===== src/rtl/tdm_demux4_if.sv =====
// rtl/tdm_demux4_if.sv - serial TDM stream in, reassembled four-channel frame out
interface tdm_demux4_if;
  logic       din;
  logic       din_valid;
  logic       frame_sync;
  logic       out0;
  logic       out1;
  logic       out2;
  logic       out3;
  logic       frame_valid;
  logic [1:0] slot;
  logic       locked;
  logic       sync_err;

  modport master (
    output din, din_valid, frame_sync,
    input  out0, out1, out2, out3, frame_valid, slot, locked, sync_err
  );

  modport slave (
    input  din, din_valid, frame_sync,
    output out0, out1, out2, out3, frame_valid, slot, locked, sync_err
  );
endinterface


===== src/rtl/tdm_demux4.sv =====
// rtl/tdm_demux4.sv - four-slot TDM demultiplexer with frame-sync lock tracking
module tdm_demux4 #(
  parameter int SYNC_LOSS_LIMIT = 3
) (
  input logic         clk,
  input logic         rst_n,
  tdm_demux4_if.slave bus
);

  typedef enum logic {HUNT, LOCKED} state_t;

  state_t     state_q, state_d;
  logic [1:0] slot_q, slot_d;
  logic [3:0] miss_q, miss_d;
  logic [2:0] shadow_q, shadow_d;
  logic [3:0] out_q, out_d;
  logic       frame_valid_q, frame_valid_d;
  logic       sync_err_q, sync_err_d;
  logic       locked_q;
  logic [3:0] miss_inc;

  assign miss_inc = miss_q + 4'd1;

  always_ff @(posedge clk or negedge rst_n) begin
    if (!rst_n) begin
      state_q       <= HUNT;
      slot_q        <= 2'd0;
      miss_q        <= 4'd0;
      shadow_q      <= 3'd0;
      out_q         <= 4'd0;
      frame_valid_q <= 1'b0;
      sync_err_q    <= 1'b0;
      locked_q      <= 1'b0;
    end else begin
      state_q       <= state_d;
      slot_q        <= slot_d;
      miss_q        <= miss_d;
      shadow_q      <= shadow_d;
      out_q         <= out_d;
      frame_valid_q <= frame_valid_d;
      sync_err_q    <= sync_err_d;
      locked_q      <= (state_d == LOCKED);
    end
  end

  always_comb begin
    state_d       = state_q;
    slot_d        = slot_q;
    miss_d        = miss_q;
    shadow_d      = shadow_q;
    out_d         = out_q;
    frame_valid_d = 1'b0;
    sync_err_d    = 1'b0;
    if (bus.din_valid) begin
      case (state_q)
        HUNT: begin
          if (bus.frame_sync) begin
            shadow_d[0] = bus.din;
            slot_d      = 2'd1;
            miss_d      = 4'd0;
            state_d     = LOCKED;
          end
        end
        default: begin
          if (slot_q == 2'd0) begin
            if (bus.frame_sync) begin
              shadow_d[0] = bus.din;
              slot_d      = 2'd1;
              miss_d      = 4'd0;
            end else if (miss_inc == 4'(SYNC_LOSS_LIMIT)) begin
              // Lock lost: this beat is dropped rather than starting a frame.
              state_d = HUNT;
              slot_d  = 2'd0;
              miss_d  = 4'd0;
            end else begin
              shadow_d[0] = bus.din;
              slot_d      = 2'd1;
              miss_d      = miss_inc;
            end
          end else if (bus.frame_sync) begin
            // Misaligned sync restarts the frame from this beat.
            sync_err_d  = 1'b1;
            shadow_d[0] = bus.din;
            slot_d      = 2'd1;
            miss_d      = 4'd0;
          end else if (slot_q == 2'd3) begin
            out_d         = {bus.din, shadow_q};
            frame_valid_d = 1'b1;
            slot_d        = 2'd0;
          end else begin
            if (slot_q == 2'd1) shadow_d[1] = bus.din;
            else                shadow_d[2] = bus.din;
            slot_d = slot_q + 2'd1;
          end
        end
      endcase
    end
  end

  assign bus.out0        = out_q[0];
  assign bus.out1        = out_q[1];
  assign bus.out2        = out_q[2];
  assign bus.out3        = out_q[3];
  assign bus.frame_valid = frame_valid_q;
  assign bus.sync_err    = sync_err_q;
  assign bus.slot        = slot_q;
  assign bus.locked      = locked_q;

endmodule


===== src/flat_wrapper.sv =====
// flat-port wrapper written by rule: the top's interface ports become plain ports
module tdm_demux4_flat 
#(
  parameter int SYNC_LOSS_LIMIT = 3
)
  (clk, rst_n, bus_din, bus_din_valid, bus_frame_sync, bus_out0, bus_out1, bus_out2, bus_out3, bus_frame_valid, bus_slot, bus_locked, bus_sync_err);
  tdm_demux4_if bus_i ();
  input logic clk;
  input logic rst_n;
  input wire logic [$bits(bus_i.din)-1:0] bus_din;
  input wire logic [$bits(bus_i.din_valid)-1:0] bus_din_valid;
  input wire logic [$bits(bus_i.frame_sync)-1:0] bus_frame_sync;
  output wire logic [$bits(bus_i.out0)-1:0] bus_out0;
  output wire logic [$bits(bus_i.out1)-1:0] bus_out1;
  output wire logic [$bits(bus_i.out2)-1:0] bus_out2;
  output wire logic [$bits(bus_i.out3)-1:0] bus_out3;
  output wire logic [$bits(bus_i.frame_valid)-1:0] bus_frame_valid;
  output wire logic [$bits(bus_i.slot)-1:0] bus_slot;
  output wire logic [$bits(bus_i.locked)-1:0] bus_locked;
  output wire logic [$bits(bus_i.sync_err)-1:0] bus_sync_err;
  assign bus_i.din = bus_din;
  assign bus_i.din_valid = bus_din_valid;
  assign bus_i.frame_sync = bus_frame_sync;
  assign bus_out0 = bus_i.out0;
  assign bus_out1 = bus_i.out1;
  assign bus_out2 = bus_i.out2;
  assign bus_out3 = bus_i.out3;
  assign bus_frame_valid = bus_i.frame_valid;
  assign bus_slot = bus_i.slot;
  assign bus_locked = bus_i.locked;
  assign bus_sync_err = bus_i.sync_err;
  tdm_demux4 #(.SYNC_LOSS_LIMIT(SYNC_LOSS_LIMIT)) u_core (.clk(clk), .rst_n(rst_n), .bus(bus_i));
endmodule

===== config.mk =====
export PLATFORM = sky130hd
export DESIGN_NAME = tdm_demux4_flat
export DESIGN_NICKNAME = d
export VERILOG_FILES = /design/src/rtl/tdm_demux4_if.sv /design/src/rtl/tdm_demux4.sv /design/src/flat_wrapper.sv
export SDC_FILE = /design/constraint.sdc
export NUM_CORES = 1
export LEC_CHECK = 0
export BUFFER_PORTS_ARGS = -buffer_cell sky130_fd_sc_hd__buf_4
export CAP_MARGIN = 20
export CORE_MARGIN = 10
export CORE_UTILIZATION = 25
export CTS_BUF_LIST = sky130_fd_sc_hd__clkbuf_4
export DETAILED_ROUTE_END_ITERATION = 8
export GPL_ROUTABILITY_DRIVEN = 0
export GPL_TIMING_DRIVEN = 1
export SETUP_SLACK_MARGIN = 0.3
export SLEW_MARGIN = 20
export SYNTH_ARGS = -nofsm -noshare
export SYNTH_HDL_FRONTEND = slang
export SYNTH_SLANG_ARGS = --single-unit

===== constraint.sdc =====
create_clock -name clk -period 1.8 [get_ports clk]
set_input_delay 0.18 -clock clk [delete_from_list [all_inputs] [get_ports clk]]
set_output_delay 0.18 -clock clk [all_outputs]
set_load 0.01 [all_outputs]

# --- After elaboration in Yosys (flattened, before gate mapping) ---
# Cells that the tools add are included.
totals:
  ff_bits: 16
  latch_bits: 0
  ramBits: 0
  mem_bits_ro: 0
  output_inout_bits: 9
  word_cells: 56
  mem_count: 0
classes:
  n_addsub: 2
  mul: 0
  div_mod_pow: 0
  order_cmp: 0
  n_eq_ne: 4
  shifts: 0
  mux: 30
  bitwise: 4
  reduce_logical: 7
op_table:
  columns: ["op", "n"]
  rows:
  - ["4-bit 2-to-1 mux", 5]
  - ["1-bit 2-to-1 mux", 19]
  - ["2-bit 2-to-1 mux", 6]
  - ["6-bit AND reduction", 2]
  - ["5-bit AND reduction", 1]
  - ["4-bit by 1-bit adder with 4-bit output (second input constant)", 1]
  - ["4-bit by 2-bit == test with 1-bit output (second input constant)", 1]
  - ["4-bit inequality test (second input constant)", 1]
  - ["1-bit inverter", 4]
  - ["2-bit AND reduction", 2]
  - ["2-bit by 1-bit adder with 2-bit output (second input constant)", 1]
  - ["2-bit by 1-bit == test with 1-bit output (second input constant)", 1]
  - ["2-bit == test (second input constant)", 1]
  - ["2-bit zero test", 1]
  - ["2-bit nonzero test", 1]

# --- Logic depth before layout (Yosys ltp) ---
# Gate-level depths: netlist (run 1).
depth:
  word_depth: 6
  mapped_depth: 7
  depth_no_buf: 7

# --- Worst setup path after synthesis (run 1) ---
# Ideal clock, no wire load.
synth_timing:
  path_type: "register to register"
  from: "reg u_core.miss_q[0]"
  to: "reg u_core.shadow_q[0]"
  arrival_time_ps: 1488
  required_time_ps: 1675
  setup_slack_ps: 186
  path_stages_with_launch: 7
  synth_period_minus_slack_ps: 1614
  cell_sequence: "dfrtp_1 ha_1 nor3_1 a41o_1 a21oi_2 o21ai_1 mux2_4"
synth_between:
  elab_chain_cells: 4
synth_rtl:
  columns: ["item", "line_no", "text"]
  rows:
  - ["start, declared", "tdm_demux4.sv:14", "logic [3:0] miss_q, miss_d;"]
  - ["start signal, assigned", "tdm_demux4.sv:37", "miss_q <= miss_d;"]
  - ["4-bit by 1-bit adder with 4-bit output", "tdm_demux4.sv:22", "assign miss_inc = miss_q + 4'd1;"]
  - ["4-bit by 2-bit == test with 1-bit output", "tdm_demux4.sv:70", "end else if (miss_inc == 4'(SYNC_LOSS_LIMIT)) begin"]
  - ["4-bit inequality test (no line)", null, null]
  - ["2-bit AND reduction (no line)", null, null]
  - ["end signal, assigned", "tdm_demux4.sv:38", "shadow_q <= shadow_d;"]
  - ["end, declared", "tdm_demux4.sv:15", "logic [2:0] shadow_q, shadow_d;"]
# No other way between the ends.
# A chain may end at the register's enable or synchronous reset.

# --- Worst setup path in the final report (run 1) ---
layout_timing:
  from: "reg u_core.miss_q[3]"
  to: "reg u_core.shadow_q[0]"
# Same word-level chain as after synthesis.

==> results of run 1 <==
cell type report:
type	instances	area, um^2	share of cell area
Clock buffer	3	22.5	0.0194
Clock inverter	1	3.75	0.00323
Timing Repair Buffer	22	168	0.144
Multi-Input combinational cell	54	487	0.419
Tap cell	46	57.6	0.0496
Sequential cell	16	404	0.348
Inverter	5	18.8	0.0162
per-stage QoR:
| stage | cells | setup slack (ps) | util |
|---|---|---|---|
| floorplan | 77 | 284 | - |
| global placement | 136 | 177 | 0.307 |
| detailed placement | 136 | 148 | 0.307 |
| CTS | 145 | 215 | 0.339 |
| global route | 147 | 179 | 0.351 |
| finish | 147 | 257 | 0.351 |
routing by layer:
layer	global-route usage	routed length, um
met4	0.0323	32
met3	0.0216	94
met5	0	0
met2	0.113	975
met1	0.0731	840
layout by cell type (no fill, tap or decap), types with 3 or more instances in the layout:
cell and n:
mux2_2 6, nand2_1 6, dfrtp_2 3, inv_1 3, clkbuf_4 3, nor2_1 4
dfrtp_1 13, buf_4 21, o21ai_0 3
repair_timing:
action	CTS	global route
hold endpoints to repair	16	0
hold buffers	1	0
endpoints found under the setup margin	10	11
pin swaps	4	3
gates resized for setup	7	7
buffers inserted	4	2
worst max-delay path, stage by stage (launching register included):
cell and delay, ps:
dfrtp_1 440, nand3b_1 180, a41o_1 280, a21oi_2 170, o21ai_2 70, mux2_4 290
report_power, final:
| part | switching [mW] | internal [mW] |
|---|---|---|
| clock | 0.114 | 0.0805 |
| combinational | 0.212 | 0.257 |
| sequential | 0.0637 | 0.454 |
| total | 0.390 | 0.792 |
flip-flops by register name (all words and copies together), names as in the netlist:
name                    cells
u_core.out_q                4
u_core.state_q              1
u_core.bus.slot             2
u_core.bus.frame_valid      1
u_core.miss_q               4
u_core.bus.sync_err         1
u_core.shadow_q             3
logic make-up (layout without fill, tap and decap cells):
family,count (synthesis),count (layout)
adder cells (fa/ha/maj),5,5
flip-flops,16,16
AO/OA/AOI/OAI,15,15
buffers and inverters,7,31
multiplexers,7,7
AND/OR/NAND/NOR,27,27
how the worst min path moves through the flow:
| stage | start | to | cells past startpoint |
|---|---|---|---|
| 3_5_place_dp | rst_n | u_core.bus.frame_valid | 1 |
| 2_1_floorplan | rst_n | u_core.bus.frame_valid | 0 |
| 5_1_grt | bus_din | u_core.shadow_q[0] | 2 |
| 3_3_place_gp | rst_n | u_core.bus.frame_valid | 1 |
| 4_1_cts | bus_frame_sync | u_core.bus.slot[1] | 2 |
| 6_report | bus_frame_sync | u_core.bus.slot[1] | 2 |
cell usage after synthesis (2+ instances only):
cell	number	share of area
a22o_1	2	0.021
and3_1	2	0.015
dfrtp_1	16	0.47
ha_1	5	0.073
inv_1	5	0.022
mux2_2	6	0.079
nand2_1	6	0.026
nand3_1	3	0.018
nor2_1	6	0.026
nor3_1	2	0.012
o21ai_0	3	0.018
==> results.md, run 1 <==
- Run status: completed
- Worst Reg-to-Reg Cells: 5
- First-pass iteration count of the detailed router: 4
- Final nets: 112
- Layout fillers: 344
- Power Density: 1020 mW/mm^2
- Layout cells sized above 1: 0.515
- Total Wirelength: 1940 um
- Synth Flop Type: dfrtp_1
- Clk Latency, worst-skew pair: 280 ps
- Via count: 672
- Final hold violations: 0
- Critical path class: register to register
- Final period utilization: 0.857
- Total of max-cap violations: 0
- Post-Synth Adder-Cell Area: 0.0732
- FF-to-FF setup slack: 260 ps
- Post-synth EDFFs: 0
- Clock transition at path regs: 90 ps
- Post-synthesis mux area share: 0.0966
- Initial DRC count: 32
- Overall global routing resource usage: 0.0664
- Critical-path maximum fanout: 5
- Pins over their slew limit: 0
- Data arrival, critical path: 1720 ps
- # IOs: 14
- Syn Area/Cell: 11.1 um^2
- Worst Clk Skew: 0.835 ps
- Syn-to-layout area delta: 35.9%
- First-pass GRT wire length: 3370 um
- H-Tree Depth: 1
- Syn Inst Count: 77
- Die width: 78.5 um
- Register area share after synthesis: 0.469
- Total power: 1.18 mW
- Final Cell Area: 0.00116 mm^2
- Crit path from: u_core.miss_q[3]
- Via density: 4.57
- I/O Buffers: 13
- Clk sink count: 16
- Synthesized flop and latch total: 16
- WL per Instance: 13.2 um
- Max Freq: 648 MHz
- Reg-to-reg critical path startpoint: u_core.miss_q[3]
- CP required: 1980 ps
- Die H: 78.5 um
- Worst setup endpoint: u_core.shadow_q[0]
- Core Box Area: 0.00331 mm^2
- Post-synthesis cell area: 855 um^2
- # diodes: 0
- Largest net degree at the start of global routing: 17
- Ys async rst share: 1.00
- Synth Area in Compound Gates: 0.146
- Synth Area in Simple Gates: 0.171
- Gr ovfl total: 0
- Worst vdd ir: 0.300 mV
- Measured slew at the worst slew-check pin: 230 ps
- Largest family of logic cells by synthesized area: simple AND/OR/NAND/NOR gates
- Row count: 21
- Clk Tree Root Cell: clkbuf_4
- RSZ-0062 raised after global routing: true
- Slew margin rel.: 0.846
- Xor/xnor share of the synthesized area: 0
- Detailed Place HPWL: 1370 um
- Crit path launch type: register
- Worst Hold Slack: 151 ps
- CTS Buf Count: 3
- Initial antenna violation count: 0
- # DRC: 0
- Final ANT Viol Nets: 0
- R2r endpoint: u_core.shadow_q[0]
- Worst hold path class: input port to register
- Leakage power: 0.515 nW
- Vias in the first global route: 726
- TritonCTS clock tree: done
- Synth Warn #: 0
- Setup TNS: 0 ps
- Starting Density: 0.258
- Area after DPL: 0.00102 mm^2
- Final setup viols: 0
- Crit path time final: 1540 ps
- Clock tree buffer depth: 2
- Synth cell types: 32
- Die area: 0.00616 mm^2
- Crit. End Element: register
- Syn_nets: 87
(Power assumes the default switching activity.)
==> run 2, diff against run 1 <==
--- a/config.mk
+++ b/config.mk
@@ -8,11 +8,12 @@
 export BUFFER_PORTS_ARGS = -buffer_cell sky130_fd_sc_hd__buf_4
 export CAP_MARGIN = 20
 export CORE_MARGIN = 10
-export CORE_UTILIZATION = 25
+export CORE_UTILIZATION = 40
 export CTS_BUF_LIST = sky130_fd_sc_hd__clkbuf_4
 export DETAILED_ROUTE_END_ITERATION = 8
 export GPL_ROUTABILITY_DRIVEN = 0
 export GPL_TIMING_DRIVEN = 1
+export PLACE_DENSITY = 0.6
 export SETUP_SLACK_MARGIN = 0.3
 export SLEW_MARGIN = 20
 export SYNTH_ARGS = -nofsm -noshare
==> run 2 against run 1 <==
Net effect:
- via count fell by 1.5%
- sequential share of layout area rose by 0.11 points
- die area fell by 29%
- fmax fell by 2.4%
- count of clock-buffer cells in the layout did not move
- critical path depth did not move
- final area fell by 0.32%
- critical endpoint unchanged
- largest cell class unchanged
==> results.md, run 2 (same netlist as run 1, synthesis figures left out) <==
- # DRC: 0 (unchanged)
- Die area: 0.00439 mm^2 (-29%)
- Fin worst setup slack: 219 ps (-37.9 ps)
- Critical-path maximum fanout: 5 (unchanged)
- Largest net degree at the start of global routing: 17 (unchanged)
- Worst path max stage delay: 460 ps (+20 ps)
- Max Freq: 632 MHz (-2.4%)
- # diodes: 0 (unchanged)
- Worst Path Buf+Inv: 0 (unchanged)
- Biggest regs: u_core.miss_q (4), u_core.out_q (4), u_core.shadow_q (3)
- Crit path launch type: register
- Pins over their slew limit: 0 (unchanged)
- Die H: 66.2 um (-16%)
- CTS Buf Count: 3 (unchanged)
- Power Density: 1020 mW/mm^2 (-0.26%)
- Critical path cell sequence: ha_4 -> a41o_1 -> a21oi_2 -> o21ai_2 -> mux2_4
- CP required: 1980 ps (about the same)
- Syn-to-layout area delta: 35.4%
- Clk Latency, worst-skew pair: 290 ps (about the same)
- TritonCTS clock tree: done
- Final setup viols: 0 (unchanged)
- Via count: 662 (-1.5%)
- Worst Clk Skew: 3.99 ps (+3.15 ps)
- Crit path from: u_core.miss_q[0]
- R2r endpoint: u_core.shadow_q[0]
- Starting Density: 0.427 (+0.169)
- Crit. End Element: register
- Total of max-cap violations: 0 (unchanged)
- First-pass GRT wire length: 3230 um (-4.3%)
- RSZ-0062 raised after global routing: true
- Setup WS pre-CTS: 130 ps (-18.6 ps)
- Worst Reg-to-Reg Cells: 5 (unchanged)
- Initial DRC count: 7 (-78%)
- Run status: completed
- Worst path slowest cell: dfrtp_2
- Layout cells sized above 1: 0.538 (+0.0236)
- I/O Buffers: 13 (unchanged)
- Core Box Area: 0.00200 mm^2 (-40%)
- Hold path depth: 2 (unchanged)
- Final nets: 115 (+2.7%)
- Row count: 16 (-24%)
- Crit path time final: 1580 ps (+37.9 ps)
- Total Wirelength: 1960 um (+1.2%)
- Clk Tree Root Cell: clkbuf_4
- Critical path class: register to register
- Clk sink count: 16 (unchanged)
- Clock tree buffer depth: 2 (unchanged)
- Die width: 66.2 um (-16%)
- Initial antenna violation count: 0 (unchanged)
- Worst hold path class: input port to register
- Slew margin rel.: 0.815 (-0.0308)
- Final hold violations: 0 (unchanged)
- Kind of cell adding the most delay to the critical path: compound AO/OA/AOI/OAI gates
- Reg-to-reg critical path startpoint: u_core.miss_q[0]
- Most common cell after layout, fill and taps aside: buf_4
- Final period utilization: 0.878 (+0.0211)
- WL per Instance: 15.0 um (+14%)
- First-pass iteration count of the detailed router: 2 (-2)
- FF/Latch Area: 404 um^2 (unchanged)
- Levels on crit path: 5 (unchanged)
- Setup TNS: 0 ps (unchanged)
- Clock transition at path regs: 100 ps (about the same)
- Detailed Place HPWL: 1310 um (-4.5%)
- Layout fillers: 184 (-47%)
- Final ANT Viol Nets: 0 (unchanged)
- Via density: 5.05 (+11%)
- Worst vdd ir: 0.655 mV (+120%)
- H-Tree Depth: 1 (unchanged)
- Leakage power: 0.538 nW (+4.4%)
- Vias in the first global route: 706 (-2.8%)
- # IOs: 14 (unchanged)
- Worst setup endpoint: u_core.shadow_q[0]
- Gr ovfl total: 0 (unchanged)
- Most frequent cells in the layout: 23 x buf_4, 13 x dfrtp_1, 6 x mux2_2
- FF-to-FF setup slack: 220 ps (-40 ps)
- Data arrival, critical path: 1760 ps (+40 ps)
- Multi-input logic area: 480 um^2 (-1.3%)
- Overall global routing resource usage: 0.0938 (+0.0274)
- Measured slew at the worst slew-check pin: 277 ps (+46.7 ps)
-- run 2: worst min path at each step --
| stage | from | end | slack (ps) |
|---|---|---|---|
| finish | bus_din | u_core.shadow_q[0] | 150 |
| floorplan | rst_n | u_core.bus.frame_valid | -120 |
| global route | bus_din | u_core.shadow_q[0] | 140 |
| detailed placement | rst_n | u_core.miss_q[0] | 50 |
| CTS | bus_din | u_core.shadow_q[0] | 140 |
| global placement | rst_n | u_core.miss_q[0] | 50 |
-- run 2: per-stage QoR --
step | cells | utilization | instance area (um^2) | power, mW | hold WS (ps)
2_1_floorplan | 77 | - | 866 | 0.740 | -116
3_3_place_gp | 116 | 0.493 | 986 | 0.890 | 50.7
3_5_place_dp | 116 | 0.493 | 986 | 0.901 | 53.0
4_1_cts | 126 | 0.545 | 1090 | 1.15 | 137
5_1_grt | 131 | 0.578 | 1160 | 1.25 | 141
6_report | 131 | 0.578 | 1160 | 1.18 | 147
-- run 2: layer usage --
layer | routed length (um) | track usage
met1 | 905 | 0.114
met2 | 938 | 0.138
met3 | 102 | 0.0322
met4 | 18 | 0.0576
met5 | 0 | 0
-- run 2: repair_timing --
action | in CTS | in global routing
gates resized for setup | 7 | 8
setup endpoints to repair | 9 | 11
hold endpoints to repair | 16 | 0
hold buffers | 1 | 0
pin swaps | 5 | 7
setup buffers | 5 | 5
-- run 2: final cells by class --
cell class / instances / area share
Tap cell: 27 / 0.0292
Clock buffer: 3 / 0.0195
Sequential cell: 16 / 0.349
Multi-Input combinational cell: 54 / 0.415
Clock inverter: 1 / 0.00324
Timing Repair Buffer: 25 / 0.168
Inverter: 5 / 0.0162
-- run 2: power by group --
| group | internal [mW] | switching (mW) |
|---|---|---|
| logic | 0.256 | 0.203 |
| clock network | 0.0807 | 0.117 |
| registers | 0.454 | 0.0651 |
| total | 0.791 | 0.384 |
==> run 3, diff against run 2 <==
--- a/config.mk
+++ b/config.mk
@@ -13,7 +13,7 @@
 export DETAILED_ROUTE_END_ITERATION = 8
 export GPL_ROUTABILITY_DRIVEN = 0
 export GPL_TIMING_DRIVEN = 1
-export PLACE_DENSITY = 0.6
+export PLACE_DENSITY = 0.62
 export SETUP_SLACK_MARGIN = 0.3
 export SLEW_MARGIN = 20
 export SYNTH_ARGS = -nofsm -noshare
==> constraint.sdc (replaced) <==
create_clock -name clk -period 1.45 [get_ports clk]
set_input_delay 0.145 -clock clk [delete_from_list [all_inputs] [get_ports clk]]
set_output_delay 0.145 -clock clk [all_outputs]
set_load 0.01 [all_outputs]
==> run 3 against run 2 <==
Net effect:
- the run now ends with negative setup slack left
- utilization rose by 8.6 points
- global-route usage rose by 0.78 points
- non-clock buffer count rose by 9
- cell count rose by 6.9%
- count of clock-buffer cells in the layout did not move
- fmax rose by 0.72%
- die area did not move
- routed wire length rose by 7.0%
- largest cell class unchanged
- largest power group is now combinational logic
==> results.md, run 3 (same netlist as run 1, synthesis figures left out) <==
- Run status: finished, violations left
- Failing checks: negative setup slack
- Row count: 16 (unchanged)
- Syn-to-layout area delta: 55.6%
- Worst vdd ir: 0.932 mV (+42%)
- WL per Instance: 15.0 um (about the same)
- Combinational power share: 0.467 (+0.077)
- # diodes: 0 (unchanged)
- CTS Buf Count: 3 (unchanged)
- Clk Tree Root Cell: clkbuf_4
- Initial DRC count: 10 (+3)
- Starting Density: 0.427 (unchanged)
- Most frequent cells in the layout: 25 x buf_4, 13 x dfrtp_1, 7 x mux2_4, 7 x buf_6, 5 x nand2_1
- Sw frac: 0.322 (-0.00529)
- Vias in the first global route: 731 (+3.5%)
- Core Box Area: 0.00200 mm^2 (unchanged)
- Crit. End Element: register
- Worst hold path class: input port to register
- Final ANT Viol Nets: 0 (unchanged)
- Die H: 66.2 um (unchanged)
- Detailed Place HPWL: 1420 um (+8.8%)
- Max Freq: 637 MHz (+0.72%)
- First-pass GRT wire length: 3480 um (+7.9%)
- Slew margin rel.: 0.853 (+0.0377)
- Crit path launch type: register
- P_sw: 0.539 mW (+40%)
- Pins over their slew limit: 0 (unchanged)
- Fin worst setup slack: -120 ps (-339 ps)
- Die area: 0.00439 mm^2 (unchanged)
- FF/Latch Area: 404 um^2 (unchanged)
- Layout cells sized above 1: 0.611 (+0.0722)
- Via count: 710 (+7.3%)
- Critical path cell sequence: ha_2 -> nor3_2 -> a41o_1 -> a21oi_2 -> o21ai_2 -> mux2_4
- Gr ovfl total: 0 (unchanged)
- Largest net degree at the start of global routing: 17 (unchanged)
- Power Density: 1260 mW/mm^2 (+24%)
- Setup WS pre-CTS: -107 ps (-236 ps)
- Worst path slowest cell: dfrtp_1
- H-Tree Depth: 1 (unchanged)
- Most common cell after layout, fill and taps aside: buf_4
- Data arrival, critical path: 1740 ps (-20 ps)
- TritonCTS clock tree: done
- Worst path max stage delay: 420 ps (-40 ps)
- Multi-input logic area: 548 um^2 (+14%)
- Crit path time final: 1570 ps (-11.3 ps)
- Biggest regs: u_core.miss_q (4), u_core.out_q (4), u_core.shadow_q (3)
- RSZ-0062 raised after global routing: true
- I/O Buffers: 13 (unchanged)
- Total of max-cap violations: 0 (unchanged)
- Critical path class: register to register
- Clock transition at path regs: 100 ps (about the same)
- # IOs: 14 (unchanged)
- Die width: 66.2 um (unchanged)
- Clock Power Share: 0.144 (-0.024)
- Internal: 1.14 mW (+44%)
- Final nets: 124 (+7.8%)
- Clk sink count: 16 (unchanged)
- Critical-path maximum fanout: 4 (-1)
- Clk Latency, worst-skew pair: 290 ps (about the same)
- Layout fillers: 152 (-17%)
- Final hold violations: 0 (unchanged)
- Sequential group share of total power: 0.389 (-0.053)
- CP required: 1620 ps (-360 ps)
- Leakage power: 0.617 nW (+15%)
- # DRC: 0 (unchanged)
- First-pass iteration count of the detailed router: 4 (+2)
- Clock tree buffer depth: 2 (unchanged)
- Via density: 5.07 (+0.36%)
- Overall global routing resource usage: 0.102 (+0.00781)
- Final period utilization: 1.08 (+0.204)
- Measured slew at the worst slew-check pin: 219 ps (-58.1 ps)
- Final setup viols: 3 (+3)
- Initial antenna violation count: 0 (unchanged)
- Worst Hold Slack: 127 ps (-19.5 ps)
- Worst Clk Skew: 15.2 ps (+11.2 ps)
- Total Wirelength: 2100 um (+7.0%)
==> run 3: per-stage QoR <==
step	area, um^2	total power, mW	TNS [ps]	std cells	util
after floorplan	933	0.998	-78.1	77	-
after global placement	1120	1.23	-86.4	123	0.559
after detailed placement	1120	1.24	-169	123	0.559
final	1330	1.67	-176	140	0.664
after CTS	1280	1.64	-206	136	0.639
after global routing	1330	1.78	-485	140	0.664
==> run 3: worst paths after layout <==
path,start,endpoint,slack [ps],cells past startpoint
max,u_core.miss_q[0],u_core.shadow_q[0],-120,6
min,bus_din,u_core.shadow_q[1],130,2
max reg2reg,u_core.miss_q[0],u_core.shadow_q[0],-120,6
min reg2reg,u_core.out_q[3],u_core.out_q[3],520,1
max in group asynchronous,rst_n,u_core.state_q,1000,2
min in group asynchronous,rst_n,u_core.miss_q[0],240,2
==> run 3: layout make-up <==
type                       instances  share of cell area
multi-input combinational         54               0.412
sequential                        16               0.304
timing repair buffer              34               0.223
tap                               27              0.0254
clock buffer                       3              0.0169
inverter                           5              0.0160
clock inverter                     1             0.00282
==> run 3: routing by layer <==
metal | wire length, um | global-route usage
met5 | 0 | 0
met1 | 957 | 0.125
met3 | 120 | 0.0475
met2 | 995 | 0.151
met4 | 29 | 0.0366
==> run 3: repair_timing <==
action	CTS	global route
gates resized for setup	16	5
hold buffers	1	0
pin swaps	9	9
buffers inserted	8	4
endpoints found under the setup margin	15	18
endpoints found under the hold margin	16	0
==> run 3: power groups by stage <==
stage          combinational [mW]  clock [mW]  sequential, mW
3_3_place_gp                0.578           0           0.649
5_1_grt                     0.847       0.266           0.669
6_report                    0.782       0.240           0.651
2_1_floorplan               0.315           0           0.683
3_5_place_dp                0.586           0           0.656
4_1_cts                     0.741       0.250           0.650
==> run 3: critical path, delay by kind of cell (launching register included) <==
family | cells | cell delay [ps]
mux | 1 | 290
simple gates | 1 | 40
flops | 1 | 420
fa+ha+maj | 1 | 220
compound gates | 3 | 480
